**config.mk**
```make
export PLATFORM = sky130hd
export DESIGN_NAME = te_radio_en_sync
export DESIGN_NICKNAME = d
export VERILOG_FILES = /design/src/rtl/te_radio_pkg.sv /design/src/rtl/te_bit_sync_filt.sv /design/src/rtl/te_radio_en_sync.sv
export SDC_FILE = /design/constraint.sdc
export NUM_CORES = 1
export LEC_CHECK = 0
export CAP_MARGIN = 30
export CORE_UTILIZATION = 35
export CTS_BUF_LIST = sky130_fd_sc_hd__clkbuf_4 sky130_fd_sc_hd__clkbuf_8
export DETAILED_ROUTE_END_ITERATION = 10
export PLACE_DENSITY_LB_ADDON = 0.1
export SYNTH_ARGS = -nofsm -noshare
export SYNTH_HDL_FRONTEND = slang
export SYNTH_SLANG_ARGS = --single-unit
```
**constraint.sdc**
```tcl
create_clock -name ck -period 1.9 [get_ports ck]
set_clock_uncertainty 0.15 [all_clocks]
set_input_delay 0.57 -clock ck [delete_from_list [all_inputs] [get_ports ck]]
set_output_delay 0.57 -clock ck [all_outputs]
set_load 0.02 [all_outputs]
```
**src/rtl/te_radio_pkg.sv**
```systemverilog
// te_radio_pkg: shared state encoding, default timing parameters and helpers
// for the radio enable sequencer.
package te_radio_pkg;
   typedef enum logic [2:0] {IDLE, WARMUP, EN, RX, DRAIN} te_radio_st_e;
   localparam int SYNC_STAGES_DEF = 2;
   localparam int FILT_CYC_DEF    = 3;
   localparam int WARMUP_CYC_DEF  = 8;
   localparam int DRAIN_CYC_DEF   = 4;
   function automatic int max_i(input int a, input int b);
      return (a > b) ? a : b;
   endfunction
endpackage

```
**src/rtl/te_bit_sync_filt.sv**
```systemverilog
// te_bit_sync_filt: brings one async level onto ck and only follows it after
// it has differed from the filtered value for FILT_CYC consecutive cycles.
module te_bit_sync_filt
   import te_radio_pkg::*;
#(
   parameter int SYNC_STAGES = SYNC_STAGES_DEF,
   parameter int FILT_CYC    = FILT_CYC_DEF
) (
   input  logic ck,
   input  logic arst,
   input  logic d,
   output logic q
);
   localparam int CW = $clog2(FILT_CYC + 1);
   logic [SYNC_STAGES-1:0] sync_q;
   logic [CW-1:0] cnt_q, cnt_d;
   logic filt_q, filt_d;
   logic s;
   assign s = sync_q[SYNC_STAGES-1];
   always_comb begin
      cnt_d  = '0;
      filt_d = filt_q;
      if (s != filt_q) begin
         if (cnt_q == CW'(FILT_CYC - 1)) filt_d = s;
         else cnt_d = cnt_q + 1'b1;
      end
   end
   always_ff @(posedge ck or posedge arst) begin
      if (arst) begin
         sync_q <= '0;
         cnt_q  <= '0;
         filt_q <= 1'b0;
      end else begin
         sync_q <= {sync_q[SYNC_STAGES-2:0], d};
         cnt_q  <= cnt_d;
         filt_q <= filt_d;
      end
   end
   assign q = filt_q;
endmodule

```
**src/rtl/te_radio_en_sync.sv**
```systemverilog
// te_radio_en_sync: synchronises and filters radio enable / rx requests and
// sequences them (warm-up before rx, drain after rx) for the S2->S3 stage.
module te_radio_en_sync
   import te_radio_pkg::*;
#(
   parameter int SYNC_STAGES = SYNC_STAGES_DEF,
   parameter int FILT_CYC    = FILT_CYC_DEF,
   parameter int WARMUP_CYC  = WARMUP_CYC_DEF,
   parameter int DRAIN_CYC   = DRAIN_CYC_DEF
) (
   input  logic ck,
   input  logic arst,
   input  logic isolateM1M2,
   input  logic radio_enable_req,
   input  logic radio_rx_en_req,
   output logic radio_enable_synced,
   output logic radio_rx_en_synced,
   output logic rx_req_err,
   output logic fsm_busy
);
   localparam int TW = $clog2(max_i(WARMUP_CYC, DRAIN_CYC) + 1);
   te_radio_st_e st_q, st_d;
   logic [TW-1:0] tmr_q, tmr_d;
   logic en_f, rx_f, rx_prev_q, en_q, rx_q, err_q, busy_q, err_d;
   te_bit_sync_filt #(.SYNC_STAGES(SYNC_STAGES), .FILT_CYC(FILT_CYC)) u_en (
      .ck(ck), .arst(arst), .d(radio_enable_req), .q(en_f));
   te_bit_sync_filt #(.SYNC_STAGES(SYNC_STAGES), .FILT_CYC(FILT_CYC)) u_rx (
      .ck(ck), .arst(arst), .d(radio_rx_en_req), .q(rx_f));
   always_comb begin
      st_d  = st_q;
      tmr_d = tmr_q;
      if (isolateM1M2) begin
         st_d  = IDLE;
         tmr_d = '0;
      end else begin
         case (st_q)
            IDLE:    if (en_f) begin st_d = WARMUP; tmr_d = TW'(WARMUP_CYC - 1); end
            WARMUP:  if (!en_f) st_d = IDLE;
                     else if (tmr_q == '0) st_d = EN;
                     else tmr_d = tmr_q - 1'b1;
            EN:      if (!en_f) st_d = IDLE;
                     else if (rx_f) st_d = RX;
            RX:      if (!en_f) begin st_d = DRAIN; tmr_d = TW'(DRAIN_CYC - 1); end
                     else if (!rx_f) st_d = EN;
            DRAIN:   if (tmr_q == '0) st_d = IDLE;
                     else tmr_d = tmr_q - 1'b1;
            default: st_d = IDLE;
         endcase
      end
   end
   // rx rising while the radio is not ready is flagged, never queued
   assign err_d = rx_f & ~rx_prev_q & ~isolateM1M2 &
                  (st_q == IDLE || st_q == WARMUP || st_q == DRAIN);
   always_ff @(posedge ck or posedge arst) begin
      if (arst) begin
         st_q      <= IDLE;
         tmr_q     <= '0;
         rx_prev_q <= 1'b0;
         en_q      <= 1'b0;
         rx_q      <= 1'b0;
         err_q     <= 1'b0;
         busy_q    <= 1'b0;
      end else begin
         st_q      <= st_d;
         tmr_q     <= tmr_d;
         rx_prev_q <= rx_f;
         en_q      <= st_d != IDLE;
         rx_q      <= st_d == RX;
         err_q     <= err_d;
         busy_q    <= st_d == WARMUP || st_d == DRAIN;
      end
   end
   assign radio_enable_synced = en_q & ~isolateM1M2;
   assign radio_rx_en_synced  = rx_q & ~isolateM1M2;
   assign rx_req_err          = err_q & ~isolateM1M2;
   assign fsm_busy            = busy_q & ~isolateM1M2;
endmodule

```
==> results of run 1 <==
==> worst max path at each step <==
| stage | slack [ps] | to | cells after the start |
|---|---|---|---|
| after floorplan | 90 | tmr_q[1] | 6 |
| after global placement | -670 | radio_enable_synced | 3 |
| after detailed placement | -680 | radio_enable_synced | 3 |
| after CTS | 5 | radio_enable_synced | 3 |
| after global routing | 20 | tmr_q[2] | 6 |
| final | 100 | tmr_q[1] | 6 |
==> cell type report <==
cell class	count	area (sq um)	share of cell area (%)
sequential	22	551	46.0
multi-input combinational	58	434	36.3
timing repair buffer	17	125	10.4
tap	31	38.8	3.24
inverter	7	26.3	2.19
clock buffer	3	22.5	1.88
==> power groups by stage <==
stage | clock, W | sequential, W | combinational [W]
detailed placement | 0 | 0.000718 | 0.000676
global route | 0.000239 | 0.000740 | 0.000835
CTS | 0.000218 | 0.000708 | 0.000735
floorplan | 0 | 0.000686 | 0.000494
finish | 0.000208 | 0.000710 | 0.000753
global placement | 0 | 0.000710 | 0.000661
==> sequential cells by signal, indices dropped and copies added (netlist names) <==
signal       flops
rx_q             1
rx_prev_q        1
u_rx.cnt_q       2
u_en.cnt_q       2
err_q            1
tmr_q            4
en_q             1
u_en.q           1
u_en.sync_q      2
st_q             3
busy_q           1
u_rx.sync_q      2
u_rx.q           1
==> per-layer routing <==
layer / vias up / global-route usage (%)
met1: 341 / 18.0
met5: - / 0
met3: 5 / 2.79
li1: 344 / -
met2: 8 / 22.5
met4: 0 / 6.43
==> worst max-delay path, delay by kind of cell (launching register included) <==
family | cells | cell delay, ps
multiplexers | 1 | 340
flip-flops | 1 | 410
adder cells (fa/ha/maj) | 1 | 140
AO/OA/AOI/OAI | 2 | 210
buffers and inverters | 1 | 90
AND/OR/NAND/NOR | 1 | 400
==> placed cells by master, fill, tap and decap left out, drive strengths merged <==
master,instances
dfrtp,22
ha,2
nand2,3
xnor2,4
o21ai,2
clkbuf,4
or3b,1
inv,7
buf,13
clkdlybuf4s50,3
nor3,2
or2,1
a221oi,1
or3,1
and3b,1
o2111ai,1
nor3b,2
and4bb,1
o31ai,1
a21oi,9
nand3,3
o211ai,1
mux2,4
a41o,1
a31oi,1
nor2b,9
o311ai,1
nor2,6
==> cell families (layout without fill, tap and decap cells) <==
family | count (synthesis) | count (layout) | share of synthesized area (%)
compound gates | 18 | 18 | 13.3
simple gates | 30 | 30 | 17.1
flops | 22 | 22 | 54.5
fa+ha+maj | 2 | 2 | 2.48
xor+xnor | 4 | 4 | 3.47
mux | 4 | 4 | 4.46
buf+inv | 11 | 27 | 4.71
==> stage by stage <==
| stage | util, % | TNS (ps) | setup slack, ps | std cells | total power, W |
|---|---|---|---|---|---|
| floorplan | - | 0 | 86.2 | 91 | 0.00118 |
| global placement | 42.7 | -3110 | -666 | 134 | 0.00137 |
| detailed placement | 42.7 | -3380 | -684 | 134 | 0.00139 |
| CTS | 43.3 | 0 | 4.85 | 138 | 0.00166 |
| global route | 43.8 | 0 | 20.3 | 138 | 0.00181 |
| finish | 43.8 | 0 | 99.8 | 138 | 0.00167 |
==> what timing repair did <==
item | in CTS | in global routing
setup buffers | 1 | 0
gates resized for setup | 20 | 7
endpoints found under the setup margin | 5 | 6
pin swaps | 0 | 2
==> results_dict.tcl, run 1 <==
set metrics [dict create \
    ff2ff_path_depth 6 \
    p_int_w 0.00108 \
    root_buffer "clkbuf_4" \
    endpoint_kind "flop" \
    whs_path_depth 0 \
    rows 19 \
    rr_endpoint "tmr_q[1]" \
    overflow 0 \
    holdBufCountCts 0 \
    synthToLayoutAreaGrowth_pct 18.6 \
    grt_pass1_wl_um 3310 \
    synth-seq-cells 22 \
    clk_pin_slew_worst_paths_ps 110 \
    die_h_um 55.7 \
    status "complete, no violations" \
    cts.sinks 22 \
    p_clk_share_pct 12.4 \
    yosysMostFrequentCell "dfrtp_1" \
    pwr-share-comb_pct 45.0 \
    hold-path-endpoint "u_en.sync_q[1]" \
    p_leak_nw 0.543 \
    startpoint_type "flop" \
    synth_top_area_share_pct 54.5 \
    powerDensity_nw_per_um2 1400 \
    r2r_slack_ps 100 \
    dieArea_sq_um 3100 \
    fillers 258 \
    fin_area_sq_um 1200 \
    cp_data_required_time_ps 1990 \
    synth_edf_count 0 \
    place.gp.congestion 0.830 \
    grt_usage_pct 14.0 \
    cts_tree "built" \
    wl_met1_um 900 \
    drtIter0Drc 11 \
    p_seq_share_pct 42.5 \
    syn-mean-instance-area_sq_um 11.1 \
    period_share_pct 94.7 \
    num_vias 698 \
    cp_max_fo 3 \
    crit_type "flop to flop" \
    drc 0 \
    clkLatencyLatePin_ps 300 \
    place.detailed.hpwl_um 1330 \
    slew_headroom_pct 76.8 \
    synth_async_sr_flop_share_pct 100 \
    drt_pass1_iterations 4 \
    rsz0062_at_grt "no" \
    num-nets-final 116 \
    antenna_found_initial 0 \
    finalSetupViolations 0 \
    critical_path_arrival_ps 1890 \
    final_hold_viol_count 0 \
    placed_cell_area_sq_um 1170 \
    synth_cell_types 31 \
    synth_seq_area_share_pct 54.5 \
    synthesis.area_sq_um 1010 \
    min_period_ps 1800 \
    antenna_cells 0 \
    synthFlopType "dfrtp_1" \
    min_from "u_en.sync_q[0]" \
    hp-class "flop to flop" \
    drive_above_1_share_pct 24.3 \
    whs_ps 220 \
    syn-num-nets 98 \
    ant_nets 0 \
    h-tree-depth 1 \
    syn_inst 91 \
    power_switching_w 0.000590 \
    cts_made_buffers 3 \
    via_per_inst 5.06 \
    p_sw_share_pct 35.3 \
    clock.fmax_mhz 555 \
    ys_warn_count 0 \
    worst_pin_slew_ps 348 \
    cts_buffer_depth 2 \
    grt_pass1_vias 729 \
    io_pins 9 \
    r2r_start "tmr_q[1]" \
    cp-startpoint "tmr_q[1]" \
    grt_max_degree 23 \
    vdd_ir_drop_max_v 0.000824 \
    route.met2.wl_um 839 \
    postRouteWirelength_um 1820 \
    critPathMaxStageDelay_ps 410 \
    io_buffers 8 \
    synth_top_area_cell "dfrtp_1" \
    wl_per_cell_um 13.2 \
    top_layer "met4" \
    die_w_um 55.7 \
    path_cells "inv_2 > ha_4 > or3b_4 > o311ai_4 > mux2_4 > a21oi_2" \
    synth_common_cells "22 x dfrtp_1, 9 x nor2b_1, 8 x a21oi_1" \
    drv_cap 0 \
    final_max_slew_viol_count 0 \
    initial_core_util_pct 36.9 \
    ys_top_cells_by_area "dfrtp_1 55%, nor2b_1 5.6%, a21oi_1 4.0%" \
    cp_slowest_cell "dfrtp_1" \
    fp.coreArea_sq_um 2730 \
    routed-wl-met3_um 39 \
]
Power figures use the tool's default switching activity.
==> run 2: changes to the inputs <==
CTS_CLUSTER_DIAMETER = 60   (was unset)
==> results of run 2 <==
No change in the layout: final DEF, timing and power equal those of run 1.
==> run 3: changes to the inputs <==
CELL_PAD_IN_SITES_DETAIL_PLACEMENT = 1   (was unset)
CELL_PAD_IN_SITES_GLOBAL_PLACEMENT = 1   (was unset)
CORE_MARGIN = 10   (was unset)
clock period = 1.55 ns   (was 1.9 ns; I/O delays follow)
==> results_dict.tcl, run 3 (same netlist as run 1, synthesis figures left out) <==
set metrics [dict create \
    die_h_um 73.7 \
    largest_reg_flops 4 \
    fp.coreArea_sq_um 2760 \
    place.detailed.hpwl_um 1600 \
    rows 19 \
    num-nets-final 127 \
    worst_pin_slew_ps 336 \
    endpoint_kind "flop" \
    io_pins 9 \
    rsz0062_at_grt "yes" \
    drt_pass1_iterations 4 \
    grt_pass1_vias 806 \
    via_per_inst 4.93 \
    crit_buf_inv 1 \
    hp-class "flop to flop" \
    cp-startpoint "tmr_q[1]" \
    num_vias 735 \
    clk_pin_slew_worst_paths_ps 130 \
    period_share_pct 114 \
    slew_headroom_pct 77.6 \
    final_core_util_pct 48.6 \
    grt_max_degree 23 \
    drtIter0Drc 34 \
    top_regs "tmr_q (4), st_q (3)" \
    cp_data_required_time_ps 1640 \
    ant_nets 0 \
    root_buffer "clkbuf_4" \
    antenna_found_initial 0 \
    grt_pass1_wl_um 3610 \
    io_buffers 8 \
    dieArea_sq_um 5430 \
    initial_core_util_pct 36.6 \
    drive_above_1_share_pct 35.6 \
    min_period_ps 1770 \
    cts_tree "built" \
    cts.sinks 22 \
    final_hold_viol_count 0 \
    path_delay_family "flip-flops" \
    critical_path_arrival_ps 1860 \
    violations "setup timing" \
    status "complete, but fails checks" \
    drv_cap 0 \
    path_cells "inv_2 > ha_4 > or3b_4 > o311ai_4 > mux2_4 > a21oi_2" \
    cts_made_buffers 3 \
    top_register "tmr_q" \
    final_cell_mix "22 x dfrtp_1, 19 x buf_4, 7 x nor2b_1, 6 x nor2_1, 6 x a21oi_1" \
    critPathMaxStageDelay_ps 410 \
    cts_buffer_depth 2 \
    wl_per_cell_um 14.5 \
    cp_slowest_cell "dfrtp_1" \
    clkLatencyLatePin_ps 300 \
    vdd_ir_drop_max_v 0.000849 \
    crit_type "flop to flop" \
    postRouteWirelength_um 2160 \
    powerDensity_nw_per_um2 1740 \
    min_from "u_en.sync_q[0]" \
    drc 0 \
    dp_slack_ps -861 \
    cp_max_fo 3 \
    startpoint_type "flop" \
    overflow 0 \
    grt_usage_pct 8.28 \
    p_leak_nw 0.616 \
    h-tree-depth 1 \
    r2r_start "tmr_q[1]" \
    place.gp.congestion 0.802 \
    timing.final.ws_setup_ps -224 \
    die_w_um 73.7 \
    synthToLayoutAreaGrowth_pct 32.8 \
    antenna_cells 0 \
    finalSetupViolations 7 \
    mostFrequentLayoutCell "dfrtp_1" \
    clock.fmax_mhz 564 \
    final_max_slew_viol_count 0 \
]
[run 3: cell types whose count changed in the layout (fill, tap and decap cells not counted), sizes merged]
| cell | change |
|---|---|
| buf | +12 |
| clkbuf | -1 |
[run 3: per-layer routing]
metal / up-vias / share of wire, % / track usage [%]
met5: - / 0 / 0
met4: 0 / 0.74 / 2.48
met3: 2 / 4.6 / 2.15
met2: 8 / 51 / 14.5
met1: 360 / 43 / 9.54
li1: 365 / - / -
[run 3: layout make-up]
cell class,instances,area [sq um]
tap,31,38.8
sequential,22,551
timing repair buffer,28,236
fill,312,1420
multi-input combinational,58,467
inverter,7,26.3
clock buffer,3,22.5
[run 3: path summary, 6_finish.rpt]
path	to	slack, ps	cells past startpoint
worst max-delay path	tmr_q[1]	-220	6
worst min-delay path	u_en.sync_q[1]	210	0
worst max register to register	tmr_q[1]	-220	6
worst min register to register	u_en.sync_q[1]	210	0
max in group asynchronous	tmr_q[0]	780	3
min in group asynchronous	u_en.sync_q[0]	320	3
[run 3: report_power, final]
part           total, W  switching (W)  internal, W  leakage (nW)
Combinational   0.00121       0.000540     0.000674         0.322
Clock          0.000261       0.000170    0.0000904        0.0138
Sequential     0.000859       0.000117     0.000742         0.281
Total           0.00233       0.000827      0.00151         0.616
[run 3: what timing repair did]
item	4_1_cts	5_1_grt
hold buffers	0	0
resized for setup	23	9
setup endpoints to repair	12	9
pin swaps	4	1
setup buffers	1	1
[run 3: stage by stage]
stage | area (sq um) | hold WS, ps | std cells | power (W) | setup TNS [ps]
after detailed placement | 1280 | 187 | 144 | 0.00195 | -6090
after global routing | 1340 | 235 | 149 | 0.00250 | -1350
final | 1340 | 215 | 149 | 0.00233 | -892
after CTS | 1300 | 217 | 148 | 0.00226 | -1020
after floorplan | 1030 | 181 | 91 | 0.00153 | -506
after global placement | 1280 | 184 | 144 | 0.00191 | -5930
